File: src/rtl/udp_axis_master.sv
// UDP RX to AXI-Stream bridge: filters datagrams on destination IP/port, strips a
// 4-byte transfer ID, packs the payload into one word and tracks ID continuity.
module udp_axis_master #(
  parameter int          DATA_WIDTH = 32,
  parameter logic [15:0] UDP_PORT   = 16'd1234,
  parameter logic [31:0] LOCAL_IP   = 32'hC0A8_0180
) (
  input  logic                  clk,
  input  logic                  reset_n,
  input  logic                  hdr_valid,
  output logic                  hdr_ready,
  input  logic [31:0]           hdr_dest_ip,
  input  logic [15:0]           hdr_dest_port,
  input  logic [7:0]            pl_tdata,
  input  logic                  pl_tvalid,
  output logic                  pl_tready,
  input  logic                  pl_tlast,
  output logic [DATA_WIDTH-1:0] out_tdata,
  output logic                  out_tvalid,
  input  logic                  out_tready,
  output logic                  out_tlast,
  output logic [31:0]           rx_id,
  output logic                  seq_gap,
  output logic [15:0]           drop_count
);

  localparam int N = DATA_WIDTH / 8;

  typedef enum logic [2:0] {IDLE, ID, DATA, DROP, OUT} state_t;

  state_t                  state;
  logic [6:0]              byte_cnt;
  logic [31:0]             id_reg;
  logic [DATA_WIDTH-1:0]   word_reg;
  logic [31:0]             expected;
  logic                    first_seen;

  logic hdr_fire;
  logic pl_fire;
  logic hdr_match;

  assign hdr_fire  = hdr_valid & hdr_ready;
  assign pl_fire   = pl_tvalid & pl_tready;
  assign hdr_match = (hdr_dest_ip == LOCAL_IP) && (hdr_dest_port == UDP_PORT);

  function automatic logic [15:0] sat_inc(input logic [15:0] v);
    return (v == 16'hFFFF) ? v : v + 16'd1;
  endfunction

  // Bytes arrive little-endian: each new byte enters at the top and the word
  // shifts down, so the first byte ends up in bits [7:0].
  function automatic logic [DATA_WIDTH-1:0] shift_byte(input logic [DATA_WIDTH-1:0] w,
                                                       input logic [7:0] b);
    logic [DATA_WIDTH+7:0] t;
    t = {b, w} >> 8;
    return t[DATA_WIDTH-1:0];
  endfunction

  always_ff @(posedge clk or negedge reset_n) begin
    if (!reset_n) begin
      state      <= IDLE;
      byte_cnt   <= '0;
      id_reg     <= '0;
      word_reg   <= '0;
      expected   <= '0;
      first_seen <= 1'b0;
      hdr_ready  <= 1'b0;
      pl_tready  <= 1'b0;
      out_tdata  <= '0;
      out_tvalid <= 1'b0;
      out_tlast  <= 1'b0;
      rx_id      <= '0;
      seq_gap    <= 1'b0;
      drop_count <= '0;
    end else begin
      seq_gap <= 1'b0;
      case (state)
        IDLE: begin
          if (hdr_fire) begin
            hdr_ready <= 1'b0;
            pl_tready <= 1'b1;
            byte_cnt  <= '0;
            if (hdr_match) begin
              state <= ID;
            end else begin
              state      <= DROP;
              drop_count <= sat_inc(drop_count);
            end
          end else begin
            hdr_ready <= 1'b1;
          end
        end
        ID: begin
          if (pl_fire) begin
            id_reg <= {pl_tdata, id_reg[31:8]};
            if (pl_tlast) begin
              state      <= IDLE;
              pl_tready  <= 1'b0;
              hdr_ready  <= 1'b1;
              drop_count <= sat_inc(drop_count);
            end else if (byte_cnt == 7'd3) begin
              state    <= DATA;
              byte_cnt <= '0;
            end else begin
              byte_cnt <= byte_cnt + 7'd1;
            end
          end
        end
        DATA: begin
          if (pl_fire) begin
            word_reg <= shift_byte(word_reg, pl_tdata);
            if (byte_cnt == 7'(N - 1)) begin
              if (pl_tlast) begin
                state      <= OUT;
                pl_tready  <= 1'b0;
                out_tdata  <= shift_byte(word_reg, pl_tdata);
                out_tvalid <= 1'b1;
                out_tlast  <= 1'b1;
                rx_id      <= id_reg;
                seq_gap    <= first_seen && (id_reg != expected);
                expected   <= id_reg + 32'd1;
                first_seen <= 1'b1;
              end else begin
                state      <= DROP;
                drop_count <= sat_inc(drop_count);
              end
            end else if (pl_tlast) begin
              state      <= IDLE;
              pl_tready  <= 1'b0;
              hdr_ready  <= 1'b1;
              drop_count <= sat_inc(drop_count);
            end else begin
              byte_cnt <= byte_cnt + 7'd1;
            end
          end
        end
        DROP: begin
          if (pl_fire && pl_tlast) begin
            state     <= IDLE;
            pl_tready <= 1'b0;
            hdr_ready <= 1'b1;
          end
        end
        OUT: begin
          if (out_tready) begin
            state      <= IDLE;
            out_tvalid <= 1'b0;
            out_tlast  <= 1'b0;
            hdr_ready  <= 1'b1;
          end
        end
        default: begin
          state      <= IDLE;
          hdr_ready  <= 1'b0;
          pl_tready  <= 1'b0;
          out_tvalid <= 1'b0;
          out_tlast  <= 1'b0;
        end
      endcase
    end
  end

endmodule
File: config.mk
export PLATFORM = sky130hd
export DESIGN_NAME = udp_axis_master
export DESIGN_NICKNAME = d
export VERILOG_FILES = /design/src/rtl/udp_axis_master.sv
export SDC_FILE = /design/constraint.sdc
export NUM_CORES = 1
export LEC_CHECK = 0
export ABC_AREA = 1
export CELL_PAD_IN_SITES_DETAIL_PLACEMENT = 0
export CELL_PAD_IN_SITES_GLOBAL_PLACEMENT = 1
export CORE_UTILIZATION = 40
export DETAILED_ROUTE_END_ITERATION = 10
export MAX_ROUTING_LAYER = met4
export PLACE_DENSITY_LB_ADDON = 0.15
export REMOVE_ABC_BUFFERS = 1
export SLEW_MARGIN = 0
export SYNTH_ARGS = -nofsm -noshare
export SYNTH_HDL_FRONTEND = slang
export SYNTH_SLANG_ARGS = --single-unit
export TNS_END_PERCENT = 100
File: constraint.sdc
create_clock -name clk -period 2.6 [get_ports clk]
set_clock_uncertainty 0.15 [all_clocks]
set_input_delay 0.65 -clock clk [delete_from_list [all_inputs] [get_ports clk]]
set_output_delay 0.65 -clock clk [all_outputs]
set_load 0.01 [all_outputs]
==> results.toml, run 1 <==
[status]
status = "completed"

[synth]
synth.ff_latch_count = 183
ys.flop_type = "dfrtp_1"
yosysSeqAreaShare = 0.485
mappedNetlistArea_sq_mm = 0.00945
synth_edf_count = 0
async_reset_ff_frac = 1.00
synth_cell_types = 38
ys_warn_count = 0
syn-instance-count = 1219
syn_avg_cell_area_sq_um = 7.75

[clock_tree]
cts_tree = "built"
root_buffer = "clkbuf_16"
cts-resized-gates = 0
cts.sinks = 183
worstSkewPairLatency_ns = 0.44
cts_buffers = 17
clock_path_buffers = 2
clkSlewWorstSetupHoldPaths_ns = 0.08
htreeDepth = 4

[worst_setup_path]
cp.required_ns = 2.81
startpoint_type = "flip-flop"
critical_path_class = "flip-flop to flip-flop"
max_stage_delay_ns = 0.50
crit_path_max_fanout = 10
arrival_ns = 2.59
crit_path_top_delay_cell = "dfrtp_1"
crit_chain = "ha_1 > nand2_1 > nor2_2 > nand2_1 > nor2_1 > inv_2 > o21ai_0 > nand2_1 > nand2_1 > nand2_1 > o21ai_2"
cp_common_cell = "nand2_1"
end_kind = "flip-flop"

[cells_and_area]
stdcell_area_sq_mm = 0.0119
utilization = 0.518
syn_to_final_growth_pct = 25.6
final_cell_mix = "397 x nand2_1, 183 x dfrtp_1, 145 x clkdlybuf4s50_1"
layout-drive-gt1-share = 0.0682
final_common_cell = "nand2_1"
antenna-diode-count = 0
nNetsFinal = 1415
final_cells = 1676

[drt]
vias = 8048
dr.pass1.iters = 5
drtIter0Drc = 548
drc = 0
vias_per_cell = 4.80
routed_wl_um = 24200
ant_nets = 0
wl_per_cell_um = 14.5

[power_and_ir_drop]
leakage_uw = 0.00535
p_per_area_mw_per_mm2 = 859
ir_drop_uv = 444

[global_routing]
track_usage = 0.218
grt_max_degree = 65
overflow = 0
grt_pass1_wl_um = 40400
antenna_found_initial = 0
grt_pass1_vias = 7789

[timing]
finalCriticalPeriod_ns = 2.38
tightest_slew_ns = 0.560
finalSetupTns_ns = 0
rsz0062_at_grt = "no"
slew_headroom = 0.624
hold_slack_ns = 0.320
timing.final.crit_share = 0.914
final-hold-violation-count = 0
setup_viol_count_final = 0
maxSlewViolCount = 0
fmax_mhz = 421

[die]
start_util = 0.412
die_x_um = 156
die_h_um = 156
num_rows = 55
io_pins = 147
core-area_sq_mm = 0.0229
dieArea_sq_mm = 0.0242

[flow_run]
drv_cap = 0

[placed_design]
place_area_sq_mm = 0.0112
dp.cells = 1643
dpl.hpwl_um = 17300
gp_congestion = 0.867
placement.io_buffers = 146

[min_path]
hp-class = "flip-flop to flip-flop"
timing repair:
item                                   in CTS  in global routing
hold buffers                                1                  0
buffers inserted                            0                  0
endpoints found under the hold margin      22                  0
critical path, delay by kind of cell, from the launching register on:
family | cells | cell delay (ns)
simple gates | 7 | 0.97
flops | 1 | 0.50
compound gates | 2 | 0.17
buf+inv | 1 | 0.19
fa+ha+maj | 1 | 0.31
through the flow:
stage	worst slack [ns]	power [uW]
global route	0.0358	10900
detailed placement	0.0842	7640
floorplan	-0.553	6260
global placement	0.0943	7600
finish	0.223	10200
CTS	0.223	10300
where the power goes:
part           leakage, uW  switching [uW]  internal [uW]
Combinational      0.00260            2050           1380
Clock             0.000293            1290           1330
Sequential         0.00246             742           3410
layer usage:
metal | vias to the layer above | share of wire | global-route usage
met2 | 169 | 0.46 | 0.331
met5 | - | 0 | -
li1 | 4110 | - | -
met4 | 0 | 0.0087 | 0.0542
met1 | 3757 | 0.50 | 0.306
met3 | 12 | 0.032 | 0.0344
path summary, 6_finish.rpt:
kind	startpoint	to	slack [ns]	cells after the start
worst max-delay path	drop_count[0]	drop_count[2]	0.22	11
min in group asynchronous	reset_n	rx_id[4]	0.57	2
worst max register to register	drop_count[0]	drop_count[2]	0.22	11
worst min register to register	rx_id[3]	rx_id[3]	0.32	2
worst min-delay path	rx_id[3]	rx_id[3]	0.32	2
max in group asynchronous	reset_n	out_tdata[20]	1.06	3
synthesized netlist by cell type, types with 3 or more instances:
master / n / share of area
nand3_1: 51 / 0.027
xnor2_1: 33 / 0.031
ha_1: 3 / 0.0040
nor3_1: 20 / 0.011
or2_2: 8 / 0.0053
o21ai_0: 101 / 0.053
nand2_2: 5 / 0.0033
buf_6: 5 / 0.0060
clkbuf_1: 21 / 0.0083
dfrtp_1: 183 / 0.48
nand3_4: 3 / 0.0056
inv_1: 101 / 0.040
nor2_2: 4 / 0.0026
buf_2: 19 / 0.010
xor2_1: 35 / 0.032
nand2_1: 398 / 0.16
nand4_1: 25 / 0.017
nor2_1: 109 / 0.043
a21oi_1: 12 / 0.0064
inv_2: 8 / 0.0032
buf_4: 4 / 0.0032
buf_1: 3 / 0.0012
o21ai_1: 46 / 0.024
nor2_4: 3 / 0.0036
layout make-up:
class	count	area, sq um
flip-flops and latches	183	4580
fillers	2302	11000
well taps	313	392
multi-input cells	871	4170
clock inverters	14	171
inverters	111	422
clock buffers	18	439
repair buffers	166	1690
logic make-up (layout without fill, tap and decap cells):
kind of cell | count (synthesis) | after routing | synth area share
buf+inv | 165 | 309 | 0.0741
flops | 183 | 183 | 0.485
simple gates | 633 | 633 | 0.283
xor+xnor | 68 | 68 | 0.0630
compound gates | 167 | 167 | 0.0911
fa+ha+maj | 3 | 3 | 0.00397
Power figures use the tool's default switching activity.
==> run 2, diff against run 1 <==
CORE_UTILIZATION = 43   (was 40)
clock period = 2.95 ns   (was 2.6 ns; I/O delays follow)
==> results.toml, run 2 (synthesized netlist as in run 1, its figures left out) <==
[worst_setup_path]
arrival_ns = 1.59
crit_family = "buffers and inverters"
end_kind = "output pin"
critical_path_class = "flip-flop to output pin"
crit_chain = "clkdlybuf4s50_1"
crit_path_top_delay_cell = "clkdlybuf4s50_1"
startpoint_type = "flip-flop"
critPathBufInv = 1
crit_path_max_fanout = 8
max_stage_delay_ns = 0.61
cp.required_ns = 2.06

[timing]
timing.final.crit_share = 0.838
hold_slack_ns = 0.124
tightest_slew_ns = 0.566
maxSlewViolCount = 0
rsz0062_at_grt = "no"
fmax_mhz = 404
final-hold-violation-count = 0
finalCriticalPeriod_ns = 2.47
slew_headroom = 0.623
setup_viol_count_final = 0

[clock_tree]
cts-resized-gates = 0
clock_path_buffers = 2
worstSkewPairLatency_ns = 0.43
cts_tree = "built"
clkSlewWorstSetupHoldPaths_ns = 0.07
htreeDepth = 4
cts.sinks = 183
cts_setup_buffers = 0
root_buffer = "clkbuf_16"
cts_hold_buf = 0
cts_buffers = 17

[global_routing]
antenna_found_initial = 0
grt_pass1_wl_um = 39500
grt_pass1_vias = 7737
track_usage = 0.230
grt_max_degree = 79
overflow = 0

[drt]
vias = 8047
dr.pass1.iters = 5
ant_nets = 0
vias_per_cell = 4.93
wl_per_cell_um = 14.5
drc = 0
drtIter0Drc = 438
routed_wl_um = 23700

[power_and_ir_drop]
p_per_area_mw_per_mm2 = 770
leakage_uw = 0.00533
ir_drop_uv = 394

[cells_and_area]
syn_to_final_growth_pct = 24.7
utilization = 0.554
layout-drive-gt1-share = 0.0642
nNetsFinal = 1408
seq_area_sq_mm = 0.00458
multiInputGateArea_sq_mm = 0.00417
antenna-diode-count = 0
final_cell_mix = "397 x nand2_1, 183 x dfrtp_1, 145 x clkdlybuf4s50_1"
final_common_cell = "nand2_1"
fillCellCount = 2075

[status]
status = "completed"

[die]
start_util = 0.444
dieArea_sq_mm = 0.0226
num_rows = 53
die_x_um = 150
core-area_sq_mm = 0.0213
io_pins = 147
die_h_um = 150

[min_path]
hp-class = "primary input to asynchronous set/reset pin"

[placed_design]
placement.io_buffers = 146
gp_congestion = 0.874
dpl.hpwl_um = 16900

[flow_run]
drv_cap = 0
==> run 2: changes by cell type in the layout (fill, tap and decap cells not counted), sizes merged <==
cell / previous run / this run
clkinv: 7 / 5
clkbuf: 19 / 18
bufinv: 0 / 2
buf: 19 / 13
dlygate4sd3: 1 / 0
inv: 117 / 119
clkinvlp: 1 / 0
==> run 2: layer usage <==
| metal | GRT usage | vias up | routed length (um) |
|---|---|---|---|
| li1 | - | 4109 | - |
| met1 | 0.316 | 3745 | 11400 |
| met2 | 0.353 | 169 | 11000 |
| met3 | 0.0364 | 24 | 959 |
| met4 | 0.0657 | 0 | 288 |
| met5 | - | - | 0 |
==> run 2: final cells by class <==
type	instances	area share
clock buffers	17	0.0361
clock inverters	15	0.0173
repair buffers	159	0.139
multi-input cells	871	0.354
flip-flops and latches	183	0.389
inverters	111	0.0358
well taps	275	0.0292
==> run 2: metrics by stage <==
stage	setup TNS [ns]	instance area (sq um)	instances	power [uW]	setup slack [ns]
floorplan	-24.75	9170	1165	5510	-0.290
global placement	0	11200	1599	6660	0.204
detailed placement	0	11200	1599	6710	0.190
CTS	0	11800	1631	9160	0.470
global route	0	11800	1631	9740	0.272
finish	0	11800	1631	9070	0.477
==> run 2: final timing paths <==
| kind | start | endpoint | cells after the start | slack (ns) |
|---|---|---|---|---|
| worst min register to register | rx_id[4] | rx_id[4] | 2 | 0.32 |
| min in group clk | rx_id[4] | rx_id[4] | 2 | 0.32 |
| worst max register to register | drop_count[1] | drop_count[3] | 11 | 0.56 |
| worst min-delay path | reset_n | drop_count[8] | 1 | 0.12 |
| max in group asynchronous | reset_n | rx_id[30] | 2 | 1.82 |
| worst max-delay path | drop_count[2] | drop_count[2] | 1 | 0.48 |
==> run 2: power breakdown <==
part           internal [uW]  switching, uW  total, uW
Clock                   1310           1100       2410
Combinational           1190           1820       3010
Sequential              3000            652       3660
